File: config.mk
export PLATFORM = sky130hd
export DESIGN_NAME = mul_norm_shift
export DESIGN_NICKNAME = d
export VERILOG_FILES = /design/src/rtl/mul_norm_shift.sv
export SDC_FILE = /design/constraint.sdc
export NUM_CORES = 1
export LEC_CHECK = 0
export ABC_AREA = 1
export CORE_ASPECT_RATIO = 0.5
export CORE_MARGIN = 4
export CORE_UTILIZATION = 45
export CTS_BUF_LIST = sky130_fd_sc_hd__clkbuf_2 sky130_fd_sc_hd__clkbuf_4 sky130_fd_sc_hd__clkbuf_8
export DETAILED_ROUTE_END_ITERATION = 6
export PLACE_DENSITY = 0.69
export RECOVER_POWER = 100
export SLEW_MARGIN = 30
export SYNTH_ARGS = -nofsm -noshare
export SYNTH_HDL_FRONTEND = slang
export SYNTH_SLANG_ARGS = --single-unit
File: constraint.sdc
create_clock -name clk -period 4.45 [get_ports clk]
set_input_delay 1.1125 -clock clk [delete_from_list [all_inputs] [get_ports clk]]
set_output_delay 1.1125 -clock clk [all_outputs]
set_load 0.05 [all_outputs]
File: src/rtl/mul_norm_shift.sv
// Two-stage left normalizer: shift mantissa MSB-up, debit exponent,
// clamp at the subnormal boundary. Valid/ready on both sides.
//
// Ports:
//   clk, rst                      clock, async active-high reset
//   in_valid/in_ready             upstream handshake
//   in_mant/in_lz/in_exp          raw mantissa, its lz count, biased exp
//   out_valid/out_ready           downstream handshake
//   out_mant/out_exp              normalized mantissa, adjusted exponent
//   out_zero/out_denorm           all-zero flag, clamped (subnormal) flag
module mul_norm_shift #(
    parameter int WIDTH     = 24,
    parameter int LZ_WIDTH  = $clog2(WIDTH) + 1,
    parameter int EXP_WIDTH = 10
) (
    input  logic                 clk,
    input  logic                 rst,
    input  logic                 in_valid,
    output logic                 in_ready,
    input  logic [WIDTH-1:0]     in_mant,
    input  logic [LZ_WIDTH-1:0]  in_lz,
    input  logic [EXP_WIDTH-1:0] in_exp,
    output logic                 out_valid,
    input  logic                 out_ready,
    output logic [WIDTH-1:0]     out_mant,
    output logic [EXP_WIDTH-1:0] out_exp,
    output logic                 out_zero,
    output logic                 out_denorm
);

    // A non-zero result never shifts by WIDTH or more, so this is enough.
    localparam int SH_W = (WIDTH > 1) ? $clog2(WIDTH) : 1;
    localparam logic [LZ_WIDTH-1:0] LZ_ALLZ = LZ_WIDTH'(WIDTH);

    logic                 w_s1_adv;
    logic                 w_in_fire;
    logic                 w_zero;
    logic                 w_denorm;
    logic [SH_W-1:0]      w_shift;
    logic [EXP_WIDTH-1:0] w_exp_nx;
    logic [EXP_WIDTH-1:0] w_exp_m1;
    logic [EXP_WIDTH-1:0] w_lz_ext;

    logic                 r_s1_valid;
    logic [WIDTH-1:0]     r_s1_mant;
    logic [SH_W-1:0]      r_s1_shift;
    logic [EXP_WIDTH-1:0] r_s1_exp;
    logic                 r_s1_zero;
    logic                 r_s1_denorm;

    logic                 r_out_valid;
    logic [WIDTH-1:0]     r_out_mant;
    logic [EXP_WIDTH-1:0] r_out_exp;
    logic                 r_out_zero;
    logic                 r_out_denorm;

    assign w_s1_adv  = !r_out_valid || out_ready;
    assign in_ready  = !r_s1_valid || w_s1_adv;
    assign w_in_fire = in_valid && in_ready;

    assign w_exp_m1 = in_exp - EXP_WIDTH'(1);
    assign w_lz_ext = EXP_WIDTH'(in_lz);

    always_comb begin
        w_zero   = (in_mant == '0) || (in_lz >= LZ_ALLZ);
        w_shift  = '0;
        w_exp_nx = '0;
        w_denorm = 1'b0;
        if (w_zero) begin
            w_denorm = 1'b0;
        end else if (in_exp == '0) begin
            w_denorm = 1'b1;
        end else if (w_lz_ext <= w_exp_m1) begin
            w_shift  = SH_W'(in_lz);
            w_exp_nx = in_exp - w_lz_ext;
        end else begin
            // Only reachable with in_exp-1 < in_lz < WIDTH.
            w_shift  = SH_W'(w_exp_m1);
            w_denorm = 1'b1;
        end
    end

    always_ff @(posedge clk or posedge rst) begin
        if (rst) begin
            r_s1_valid  <= 1'b0;
            r_s1_mant   <= '0;
            r_s1_shift  <= '0;
            r_s1_exp    <= '0;
            r_s1_zero   <= 1'b0;
            r_s1_denorm <= 1'b0;
        end else if (w_in_fire) begin
            r_s1_valid  <= 1'b1;
            r_s1_mant   <= in_mant;
            r_s1_shift  <= w_shift;
            r_s1_exp    <= w_exp_nx;
            r_s1_zero   <= w_zero;
            r_s1_denorm <= w_denorm;
        end else if (w_s1_adv) begin
            r_s1_valid  <= 1'b0;
        end
    end

    // Logarithmic barrel shifter fed only from stage-1 registers.
    logic [WIDTH-1:0] w_stg [0:SH_W];

    assign w_stg[0] = r_s1_mant;

    for (genvar k = 0; k < SH_W; k++) begin : g_bsh
        assign w_stg[k+1] = r_s1_shift[k] ? (w_stg[k] << (2 ** k))
                                          : w_stg[k];
    end

    always_ff @(posedge clk or posedge rst) begin
        if (rst) begin
            r_out_valid  <= 1'b0;
            r_out_mant   <= '0;
            r_out_exp    <= '0;
            r_out_zero   <= 1'b0;
            r_out_denorm <= 1'b0;
        end else if (w_s1_adv) begin
            r_out_valid <= r_s1_valid;
            if (r_s1_valid) begin
                r_out_mant   <= w_stg[SH_W];
                r_out_exp    <= r_s1_exp;
                r_out_zero   <= r_s1_zero;
                r_out_denorm <= r_s1_denorm;
            end
        end
    end

    assign out_valid  = r_out_valid;
    assign out_mant   = r_out_mant;
    assign out_exp    = r_out_exp;
    assign out_zero   = r_out_zero;
    assign out_denorm = r_out_denorm;

endmodule

# Yosys cells after proc, flatten, opt, wreduce, memory -nomap -nowiden
# Index checks and enable logic that the tools add are counted.
totals:
  register_bits: 79
  elab_cells: 41
op_classes:
  n_lt_le_gt_ge: 2
  n_addsub: 2
  mux: 16
  reduce_logical: 10
ops:
  columns: ["op", "count"]
  rows:
  - ["two-way mux 24 bit", 5]
  - ["two-way mux 10 bit", 3]
  - ["zero test 24 bit", 1]
  - ["two-way mux 5 bit", 3]
  - ["less-or-equal comparator 6 x 10 -> 1 bit", 1]
  - ["zero test 10 bit", 1]
  - ["subtractor 10 x 1 -> 10 bit (second input constant)", 1]
  - ["subtractor 10 x 6 -> 10 bit", 1]
  - [">= comparator 6 x 5 -> 1 bit (second input constant)", 1]
  - ["two-way mux 1 bit", 5]
  - ["logical OR 1 bit", 3]
  - ["zero test 1 bit", 2]
  - ["AND reduction 2 bit", 1]
  - ["nonzero test 2 bit", 1]
  - ["logical AND 1 bit", 1]

# Logic depth before layout (Yosys ltp)
# Gate-level depths: netlist of run 1.
depth:
  ltp_word: 5
  depth_mapped: 17

# Least setup slack after synthesis of run 1
# Ideal clock, no wire load.
synth_timing:
  kind: "input-to-reg"
  start: "in in_exp[0]"
  end: "reg r_s1_exp[1]"
  setup_slack_ps: 1539
  path_stages: 16
  arrival_time_ps: 2785
  setup_ps: 126
  cell_sequence: "inv_1 -> nand2_2 -> nor3_1 -> xor2_1 -> inv_1 -> ha_1 -> nand2_1 -> nor2_1 -> nand2_1 -> nand3_1 -> nand2_1 -> nor2_4 -> nand2_2 -> buf_6 -> nand3_1 -> o21ai_0"
synth_via:
  elab_chain_len: 5
synth_lines:
  columns: ["item", "line_no", "rtl"]
  rows:
  - ["start, declared", "22", "input logic [EXP_WIDTH-1:0] in_exp,"]
  - ["subtractor 10 x 1 -> 10 bit", "61", "assign w_exp_m1 = in_exp - EXP_WIDTH'(1);"]
  - ["less-or-equal comparator 6 x 10 -> 1 bit", "73", "end else if (w_lz_ext <= w_exp_m1) begin"]
  - ["two-way mux 10 bit", "73", null]
  - ["two-way mux 10 bit *", "71", "end else if (in_exp == '0) begin"]
  - ["two-way mux 10 bit *", "69", "if (w_zero) begin"]
  - ["end signal, assigned", "95", "r_s1_exp <= w_exp_nx;"]
  - ["end, declared", "47", "logic [EXP_WIDTH-1:0] r_s1_exp;"]
# Mark *: on every way between the ends. The rest lies on a longest branch, timed or not.
# A chain may end at the register's enable or synchronous reset.

# Worst setup path after layout of run 1
layout_timing:
  start: "in out_ready"
  end: "out in_ready"
layout_via:
  elab_chain_len: 2
layout_lines:
  columns: ["item", "line_no", "rtl"]
  rows:
  - ["start, declared", "24", "input logic out_ready,"]
  - ["logical OR 1 bit", "57", "assign w_s1_adv = !r_out_valid || out_ready;"]
  - ["logical OR 1 bit", "58", "assign in_ready = !r_s1_valid || w_s1_adv;"]
  - ["end, declared", "19", "output logic in_ready,"]
# No other way between the ends.

==> results of run 1 <==
## stage by stage
| stage | total power [mW] | hold WS (ps) | area, um^2 |
|---|---|---|---|
| after floorplan | 1.86 | 442 | 4910 |
| final | 2.69 | 475 | 5940 |
| after global routing | 2.88 | 490 | 5940 |
| after detailed placement | 2.28 | 457 | 5780 |
| after CTS | 2.77 | 479 | 5970 |
| after global placement | 2.26 | 450 | 5780 |
## per-layer routing
layer  vias up  wire length [um]  track usage
met2       113              5640        0.340
li1       2403                 -            -
met5         -                 0            0
met4         0               205       0.0638
met3        23               628       0.0426
met1      2172              5750        0.263
## sequential cells by signal, indices dropped and copies added, names as in the netlist
register,count
out_denorm,1
out_exp,10
out_mant,24
out_valid,1
out_zero,1
r_s1_denorm,1
r_s1_exp,10
r_s1_mant,24
r_s1_shift,5
r_s1_valid,1
r_s1_zero,1
## power by group
group	internal, mW	switching [mW]	total (mW)
sequential	0.879	0.112	0.991
combinational	0.375	0.839	1.21
clock	0.206	0.283	0.489
## worst reg2reg max path, cell delays in order (launching register included)
cell and delay (ps):
sky130_fd_sc_hd__dfrtp_1 880, sky130_fd_sc_hd__inv_1 570, sky130_fd_sc_hd__nand2_1 230, sky130_fd_sc_hd__nand2_1 60
sky130_fd_sc_hd__nand2_1 80, sky130_fd_sc_hd__nand3_1 110, sky130_fd_sc_hd__a21oi_1 220, sky130_fd_sc_hd__nand2_1 80
sky130_fd_sc_hd__nand2_1 70
## synth_stat cells (all sizes together)
library cell | n | area share
inv | 73 | 0.056
a21oi | 15 | 0.015
o21bai | 1 | 0.0015
a31oi | 2 | 0.0025
clkbuf | 14 | 0.011
a32o | 2 | 0.0041
or2 | 3 | 0.0038
clkinv | 1 | 0.00076
o21a | 1 | 0.0015
dfrtp | 79 | 0.40
and2 | 4 | 0.0051
nor3 | 3 | 0.0031
o31ai | 2 | 0.0031
a22o | 1 | 0.0018
o21ai | 60 | 0.061
xor2 | 6 | 0.011
ha | 13 | 0.033
nand4 | 9 | 0.011
o211ai | 13 | 0.020
xnor2 | 4 | 0.0071
nor2 | 36 | 0.034
nand3 | 104 | 0.11
buf | 18 | 0.018
nand2 | 234 | 0.18
fa | 1 | 0.0041
## final cells by class
class,instances,area (um^2),share of cell area
Timing Repair Buffer,85,835,0.141
Tap cell,140,175,0.0295
Clock buffer,9,124,0.0209
Sequential cell,79,1980,0.333
Inverter,74,278,0.0468
Clock inverter,7,57.6,0.00969
Multi-Input combinational cell,514,2490,0.420
## worst min-delay path by stage
stage,endpoint,slack (ps),cells after the start
6_report,out_exp[6],470,2
5_1_grt,out_exp[7],490,2
4_1_cts,out_exp[6],480,2
3_5_place_dp,out_exp[6],460,2
3_3_place_gp,out_exp[9],450,2
2_1_floorplan,out_denorm,440,2
## kinds of logic (layout without fill, tap and decap cells)
kind of cell | Yosys count | count (layout) | synth area share
fa+ha+maj | 14 | 14 | 0.0372
simple gates | 393 | 393 | 0.346
compound gates | 97 | 97 | 0.111
flops | 79 | 79 | 0.403
buf+inv | 106 | 175 | 0.0856
xor+xnor | 10 | 10 | 0.0178
==> flow_results.xml, run 1 <==
<?xml version="1.0" encoding="UTF-8"?>
<metrics>
  <group name="route">
    <metric name="avgViaCountPerCell" unit="">5.19</metric>
    <metric name="dr_total_vias" unit="">4711</metric>
    <metric name="wl" unit="mm">12.2</metric>
    <metric name="drt_pass1_iterations" unit="">4</metric>
    <metric name="post-route-drc-count" unit="">0</metric>
    <metric name="drt_iter0_drc" unit="">327</metric>
    <metric name="avgRoutedWirePerCell" unit="um">13.5</metric>
    <metric name="detail-route-antenna-nets" unit="">0</metric>
  </group>
  <group name="placement">
    <metric name="port_buffers" unit="">81</metric>
    <metric name="place.detailed.instances" unit="">892</metric>
    <metric name="detailedPlacementHpwl" unit="mm">9.31</metric>
    <metric name="routabilityCongestion" unit="">0.938</metric>
    <metric name="detailedPlace.worstSlack" unit="ps">720</metric>
  </group>
  <group name="critical_path">
    <metric name="cpLargestDelayFamily" unit="">buffers and inverters</metric>
    <metric name="worst-setup-path-type" unit="">in -&gt; out</metric>
    <metric name="crit_required" unit="ps">3340</metric>
    <metric name="crit_path_max_fanout" unit="">3</metric>
    <metric name="critical_path.startpoint_type" unit="">primary input</metric>
    <metric name="worstSetupEndpoint" unit="">in_ready</metric>
    <metric name="crit_path_frequent_cell" unit="">sky130_fd_sc_hd__dlygate4sd3_1</metric>
    <metric name="timing.critical_path.arrival" unit="ps">2670</metric>
    <metric name="critPathMaxStageDelay" unit="ps">880</metric>
    <metric name="reg2reg_depth" unit="">8</metric>
    <metric name="worstReg2RegStart" unit="">r_s1_shift[1]</metric>
    <metric name="critical_path.reg2reg.endpoint" unit="">out_mant[21]</metric>
    <metric name="ff2ff_setup_slack" unit="ps">2080</metric>
    <metric name="crit_path_end_kind" unit="">output port</metric>
    <metric name="worst_path_max_delay_cell" unit="">sky130_fd_sc_hd__dlygate4sd3_1</metric>
    <metric name="first_element_of_the_critical_path" unit="">out_ready</metric>
    <metric name="worstPathCellList" unit="">dlygate4sd3_1 &gt; inv_1 &gt; nand3_1 &gt; dlygate4sd3_1</metric>
    <metric name="crit_cells" unit="">4</metric>
    <metric name="worst_path_buf_inv" unit="">3</metric>
  </group>
  <group name="sta">
    <metric name="setup_viol" unit="">0</metric>
    <metric name="clock_skew" unit="ps">9.05</metric>
    <metric name="worst_tran_pin_value" unit="ps">1900</metric>
    <metric name="fin_ws" unit="ps">670</metric>
    <metric name="slew_headroom" unit="">-0.264</metric>
    <metric name="grt_setup_unrepaired" unit="">false</metric>
    <metric name="finalCritPeriodShare" unit="">0.850</metric>
    <metric name="report.final.slew_viol_count" unit="">80</metric>
    <metric name="totalNegativeSetupSlack" unit="ps">0</metric>
    <metric name="max_clock_freq" unit="GHz">0.265</metric>
    <metric name="post-route-min-period" unit="ps">3780</metric>
    <metric name="timing_hold_violations_final" unit="">0</metric>
  </group>
  <group name="finish">
    <metric name="layout.nets" unit="">821</metric>
    <metric name="final_cell_mix" unit="">sky130_fd_sc_hd__nand2_1, sky130_fd_sc_hd__nand3_1, sky130_fd_sc_hd__dfrtp_1</metric>
    <metric name="num-fill-cells" unit="">1075</metric>
    <metric name="share_of_the_core_filled_with_cells" unit="">0.571</metric>
    <metric name="finalNonFillerCells" unit="">908</metric>
    <metric name="num_antenna_cells" unit="">0</metric>
    <metric name="final_common_cell" unit="">sky130_fd_sc_hd__nand2_1</metric>
    <metric name="post_route_cells_drive_above_1_share" unit="">0.0404</metric>
    <metric name="area.growth.synth_to_final" unit="%">20.9</metric>
  </group>
  <group name="worst_hold_path">
    <metric name="hp-class" unit="">reg -&gt; reg</metric>
    <metric name="origin_of_the_worst_min_delay_path" unit="">r_s1_exp[6]</metric>
  </group>
  <group name="clocking">
    <metric name="ctsHoldBuffers" unit="">0</metric>
    <metric name="worst_skew_pair.late_latency" unit="ps">370</metric>
    <metric name="clk_pin_slew" unit="ps">80</metric>
    <metric name="cts_htree_levels" unit="">3</metric>
    <metric name="tritoncts.num_buffers" unit="">9</metric>
    <metric name="postCtsSetupBuffers" unit="">0</metric>
    <metric name="clock-root-buffer" unit="">sky130_fd_sc_hd__clkbuf_8</metric>
    <metric name="cts_sinks" unit="">79</metric>
    <metric name="clk_path_buf_depth" unit="">2</metric>
    <metric name="tritoncts" unit="">built</metric>
    <metric name="ctsResizeCount" unit="">0</metric>
  </group>
  <group name="global_routing">
    <metric name="overall_fraction_of_global_route_tracks_in_use" unit="">0.201</metric>
    <metric name="number_of_global_route_vias_before_repair" unit="">4493</metric>
    <metric name="grt.overflow.total" unit="">0</metric>
    <metric name="grt_pass1_wl" unit="mm">20.7</metric>
    <metric name="antenna_found_initial" unit="">0</metric>
    <metric name="pin_count_of_the_biggest_net_entering_global_routing" unit="">80</metric>
  </group>
  <group name="logic_synthesis">
    <metric name="synth_cells" unit="">699</metric>
    <metric name="avgSynthCellArea" unit="um^2">7.03</metric>
    <metric name="postSynthRegisterBits" unit="">79</metric>
    <metric name="synthesis.yosys.warnings" unit="">0</metric>
    <metric name="synth_seq_area_share" unit="">0.403</metric>
    <metric name="mappedNetlistNets" unit="">757</metric>
    <metric name="yosys.cell_types.count" unit="">34</metric>
    <metric name="synthesis.area" unit="um^2">4910</metric>
  </group>
  <group name="floorplanning">
    <metric name="ios" unit="">82</metric>
    <metric name="die_w" unit="um">156</metric>
    <metric name="fp.dieArea" unit="um^2">12800</metric>
    <metric name="floorplan_core_area" unit="um^2">10400</metric>
    <metric name="start_util" unit="">0.472</metric>
    <metric name="core.rowCount" unit="">26</metric>
    <metric name="floorplan.die.height" unit="um">81.9</metric>
  </group>
  <group name="outcome">
    <metric name="run_status" unit="">finished with violations</metric>
    <metric name="violations" unit="">capacitance limit, slew limit</metric>
  </group>
  <group name="power">
    <metric name="vdd_ir_drop_max" unit="uV">229</metric>
    <metric name="power_density_relative_to_cell_area" unit="nW/um^2">454</metric>
    <metric name="cellLeakagePower" unit="nW">2.95</metric>
  </group>
  <group name="job">
    <metric name="maxcap_viol_count" unit="">1</metric>
  </group>
</metrics>
Power figures use the tool's default switching activity.
==> run 2, diff against run 1 <==
Settings changed: PLACE_DENSITY 0.69 to 0.72.
Clock period 4.45 ns to 3 ns, I/O delays scaled along.
==> run 2 against run 1 <==
Compared with the run above: the flow still finishes with violations (capacitance limit, slew limit); critical path depth increased by 12; via count increased by 1.5%; clock power increased by 49%; worst setup slack got worse by 430 ps; final cell count increased by 2.1%; register-to-register slack got worse by 1400 ps; die area unchanged; total power increased by 50%; largest cell class unchanged; flip-flop and latch count unchanged; hold slack got worse by 1.1 ps; clock skew decreased by 0.52 ps; sequential share of layout area decreased by 0.83 points.
==> flow_results.xml, run 2 (synthesized netlist as in run 1, its figures left out) <==
<?xml version="1.0" encoding="UTF-8"?>
<metrics>
  <group name="outcome">
    <metric name="run_status" unit="">finished with violations</metric>
    <metric name="violations" unit="">capacitance limit, slew limit</metric>
  </group>
  <group name="power">
    <metric name="internal_power" unit="mW">2.23</metric>
    <metric name="comb_power_share" unit="">0.460</metric>
    <metric name="switching_power" unit="mW">1.81</metric>
    <metric name="vdd_ir_drop_max" unit="uV">340</metric>
    <metric name="pwr-share-seq" unit="">0.360</metric>
    <metric name="power_density_relative_to_cell_area" unit="nW/um^2">664</metric>
    <metric name="clock_power_share" unit="">0.180</metric>
    <metric name="cellLeakagePower" unit="nW">3.07</metric>
    <metric name="swShare" unit="">0.448</metric>
  </group>
  <group name="route">
    <metric name="dr_total_vias" unit="">4780</metric>
    <metric name="drt_iter0_drc" unit="">342</metric>
    <metric name="detail-route-antenna-nets" unit="">0</metric>
    <metric name="wl" unit="mm">12.5</metric>
    <metric name="avgViaCountPerCell" unit="">5.16</metric>
    <metric name="drt_pass1_iterations" unit="">5</metric>
    <metric name="avgRoutedWirePerCell" unit="um">13.4</metric>
    <metric name="post-route-drc-count" unit="">0</metric>
  </group>
  <group name="sta">
    <metric name="max_clock_freq" unit="GHz">0.362</metric>
    <metric name="timing_hold_violations_final" unit="">0</metric>
    <metric name="slew_headroom" unit="">-0.265</metric>
    <metric name="grt_setup_unrepaired" unit="">false</metric>
    <metric name="clock_skew" unit="ps">8.53</metric>
    <metric name="totalNegativeSetupSlack" unit="ps">0</metric>
    <metric name="finalCritPeriodShare" unit="">0.921</metric>
    <metric name="post-route-min-period" unit="ps">2760</metric>
    <metric name="report.final.slew_viol_count" unit="">80</metric>
    <metric name="setup_viol" unit="">0</metric>
    <metric name="worst_tran_pin_value" unit="ps">1900</metric>
  </group>
  <group name="critical_path">
    <metric name="crit_path_end_kind" unit="">flop</metric>
    <metric name="crit_path_frequent_cell" unit="">sky130_fd_sc_hd__nand2_1</metric>
    <metric name="crit_required" unit="ps">3260</metric>
    <metric name="critPathMaxStageDelay" unit="ps">440</metric>
    <metric name="critical_path.startpoint_type" unit="">primary input</metric>
    <metric name="crit_path_max_fanout" unit="">11</metric>
    <metric name="worstPathCellList" unit="">clkdlybuf4s50_1 &gt; nor2_2 &gt; nand2_2 &gt; nor3_1 &gt; xor2_1 &gt; inv_1 &gt; ha_1 &gt; nand2_1 &gt; nor3_1 &gt; nor2_1 &gt; nand2_1 &gt; nor2_4 &gt; nand2_2 &gt; nand2_1 &gt; nand3_1 &gt; nand2_1</metric>
    <metric name="worst-setup-path-type" unit="">in -&gt; reg</metric>
    <metric name="timing.critical_path.arrival" unit="ps">3020</metric>
    <metric name="worst_path_max_delay_cell" unit="">sky130_fd_sc_hd__clkdlybuf4s50_1</metric>
  </group>
  <group name="clocking">
    <metric name="clock-root-buffer" unit="">sky130_fd_sc_hd__clkbuf_8</metric>
    <metric name="cts_sinks" unit="">79</metric>
    <metric name="postCtsSetupBuffers" unit="">0</metric>
    <metric name="ctsHoldBuffers" unit="">0</metric>
    <metric name="tritoncts" unit="">built</metric>
    <metric name="clk_path_buf_depth" unit="">2</metric>
    <metric name="ctsResizeCount" unit="">0</metric>
    <metric name="tritoncts.num_buffers" unit="">9</metric>
    <metric name="cts_htree_levels" unit="">3</metric>
    <metric name="clk_pin_slew" unit="ps">80</metric>
    <metric name="worst_skew_pair.late_latency" unit="ps">360</metric>
  </group>
  <group name="placement">
    <metric name="total_placed_instance_area" unit="um^2">5960</metric>
    <metric name="routabilityCongestion" unit="">0.923</metric>
    <metric name="port_buffers" unit="">81</metric>
    <metric name="detailedPlacementHpwl" unit="mm">9.58</metric>
  </group>
  <group name="finish">
    <metric name="post_route_cells_drive_above_1_share" unit="">0.0673</metric>
    <metric name="postLayoutCellArea" unit="um^2">6090</metric>
    <metric name="final_cell_mix" unit="">sky130_fd_sc_hd__nand2_1, sky130_fd_sc_hd__nand3_1, sky130_fd_sc_hd__dfrtp_1</metric>
    <metric name="layout.nets" unit="">841</metric>
    <metric name="area.growth.synth_to_final" unit="%">24.1</metric>
    <metric name="num_antenna_cells" unit="">0</metric>
    <metric name="final_common_cell" unit="">sky130_fd_sc_hd__nand2_1</metric>
  </group>
  <group name="global_routing">
    <metric name="number_of_global_route_vias_before_repair" unit="">4520</metric>
    <metric name="overall_fraction_of_global_route_tracks_in_use" unit="">0.204</metric>
    <metric name="pin_count_of_the_biggest_net_entering_global_routing" unit="">80</metric>
    <metric name="grt.overflow.total" unit="">0</metric>
    <metric name="antenna_found_initial" unit="">0</metric>
    <metric name="grt_pass1_wl" unit="mm">21.1</metric>
  </group>
  <group name="job">
    <metric name="maxcap_viol_count" unit="">1</metric>
  </group>
  <group name="floorplanning">
    <metric name="core.rowCount" unit="">26</metric>
    <metric name="die_w" unit="um">156</metric>
    <metric name="floorplan_core_area" unit="um^2">10400</metric>
    <metric name="floorplan.die.height" unit="um">81.9</metric>
    <metric name="start_util" unit="">0.472</metric>
    <metric name="fp.dieArea" unit="um^2">12800</metric>
    <metric name="ios" unit="">82</metric>
  </group>
  <group name="worst_hold_path">
    <metric name="hp-class" unit="">reg -&gt; reg</metric>
  </group>
</metrics>
-- run 2: changes by cell type in the layout (fill, tap and decap cells not counted), moves of 3 or more --
cell,previous run,this run
sky130_fd_sc_hd__buf_4,2,20
sky130_fd_sc_hd__o21ai_0,57,53
sky130_fd_sc_hd__o21ai_1,3,7
sky130_fd_sc_hd__clkinvlp_4,3,0
sky130_fd_sc_hd__dlygate4sd3_1,41,38
-- run 2: cell type report --
class                   count  area [um^2]
multi-input cells         514         2510
repair buffers            105          973
fillers                   994         4320
flip-flops and latches     79         1980
clock buffers              12          159
well taps                 140          175
clock inverters             3         18.8
inverters                  74          278
-- run 2: critical path: cells and delay by family --
kind | cells | cell delay, ps
simple gates | 12 | 1300
buf+inv | 2 | 500
xor+xnor | 1 | 170
fa+ha+maj | 1 | 310
-- run 2: power groups by stage --
| stage | Sequential [mW] | Combinational [mW] | Clock [mW] |
|---|---|---|---|
| detailed placement | 1.49 | 1.93 | 0 |
| CTS | 1.47 | 1.94 | 0.742 |
| finish | 1.46 | 1.86 | 0.728 |
| global route | 1.50 | 2.03 | 0.781 |
| floorplan | 2.03 | 0.730 | 0 |
| global placement | 1.48 | 1.91 | 0 |
-- run 2: metrics by stage --
stage	setup slack (ps)	utilization	total power [mW]	hold WS (ps)	cells
final	237	0.585	4.05	474	927
after floorplan	227	-	2.76	442	699
after CTS	185	0.589	4.15	476	927
after detailed placement	-202	0.572	3.42	457	912
after global placement	-117	0.572	3.39	451	912
after global routing	5.81	0.585	4.31	505	927
-- run 2: layer usage --
| metal | global-route usage | vias to the layer above | wire length (um) | share of wire |
|---|---|---|---|---|
| li1 | - | 2442 | - | - |
| met1 | 0.271 | 2193 | 5740 | 0.46 |
| met2 | 0.341 | 131 | 5840 | 0.47 |
| met3 | 0.0479 | 14 | 702 | 0.056 |
| met4 | 0.0541 | 0 | 175 | 0.014 |
| met5 | 0 | - | 0 | 0 |
-- run 2: path summary, 6_finish.rpt --
path	from	endpoint	slack, ps	cells past startpoint
max	in_exp[2]	r_s1_denorm	240	16
min	r_s1_exp[3]	out_exp[3]	470	2
max reg2reg	r_s1_shift[0]	out_mant[22]	710	10
min reg2reg	r_s1_exp[3]	out_exp[3]	470	2
max in group asynchronous	rst	r_s1_mant[9]	530	3
min in group asynchronous	rst	out_mant[12]	1360	3
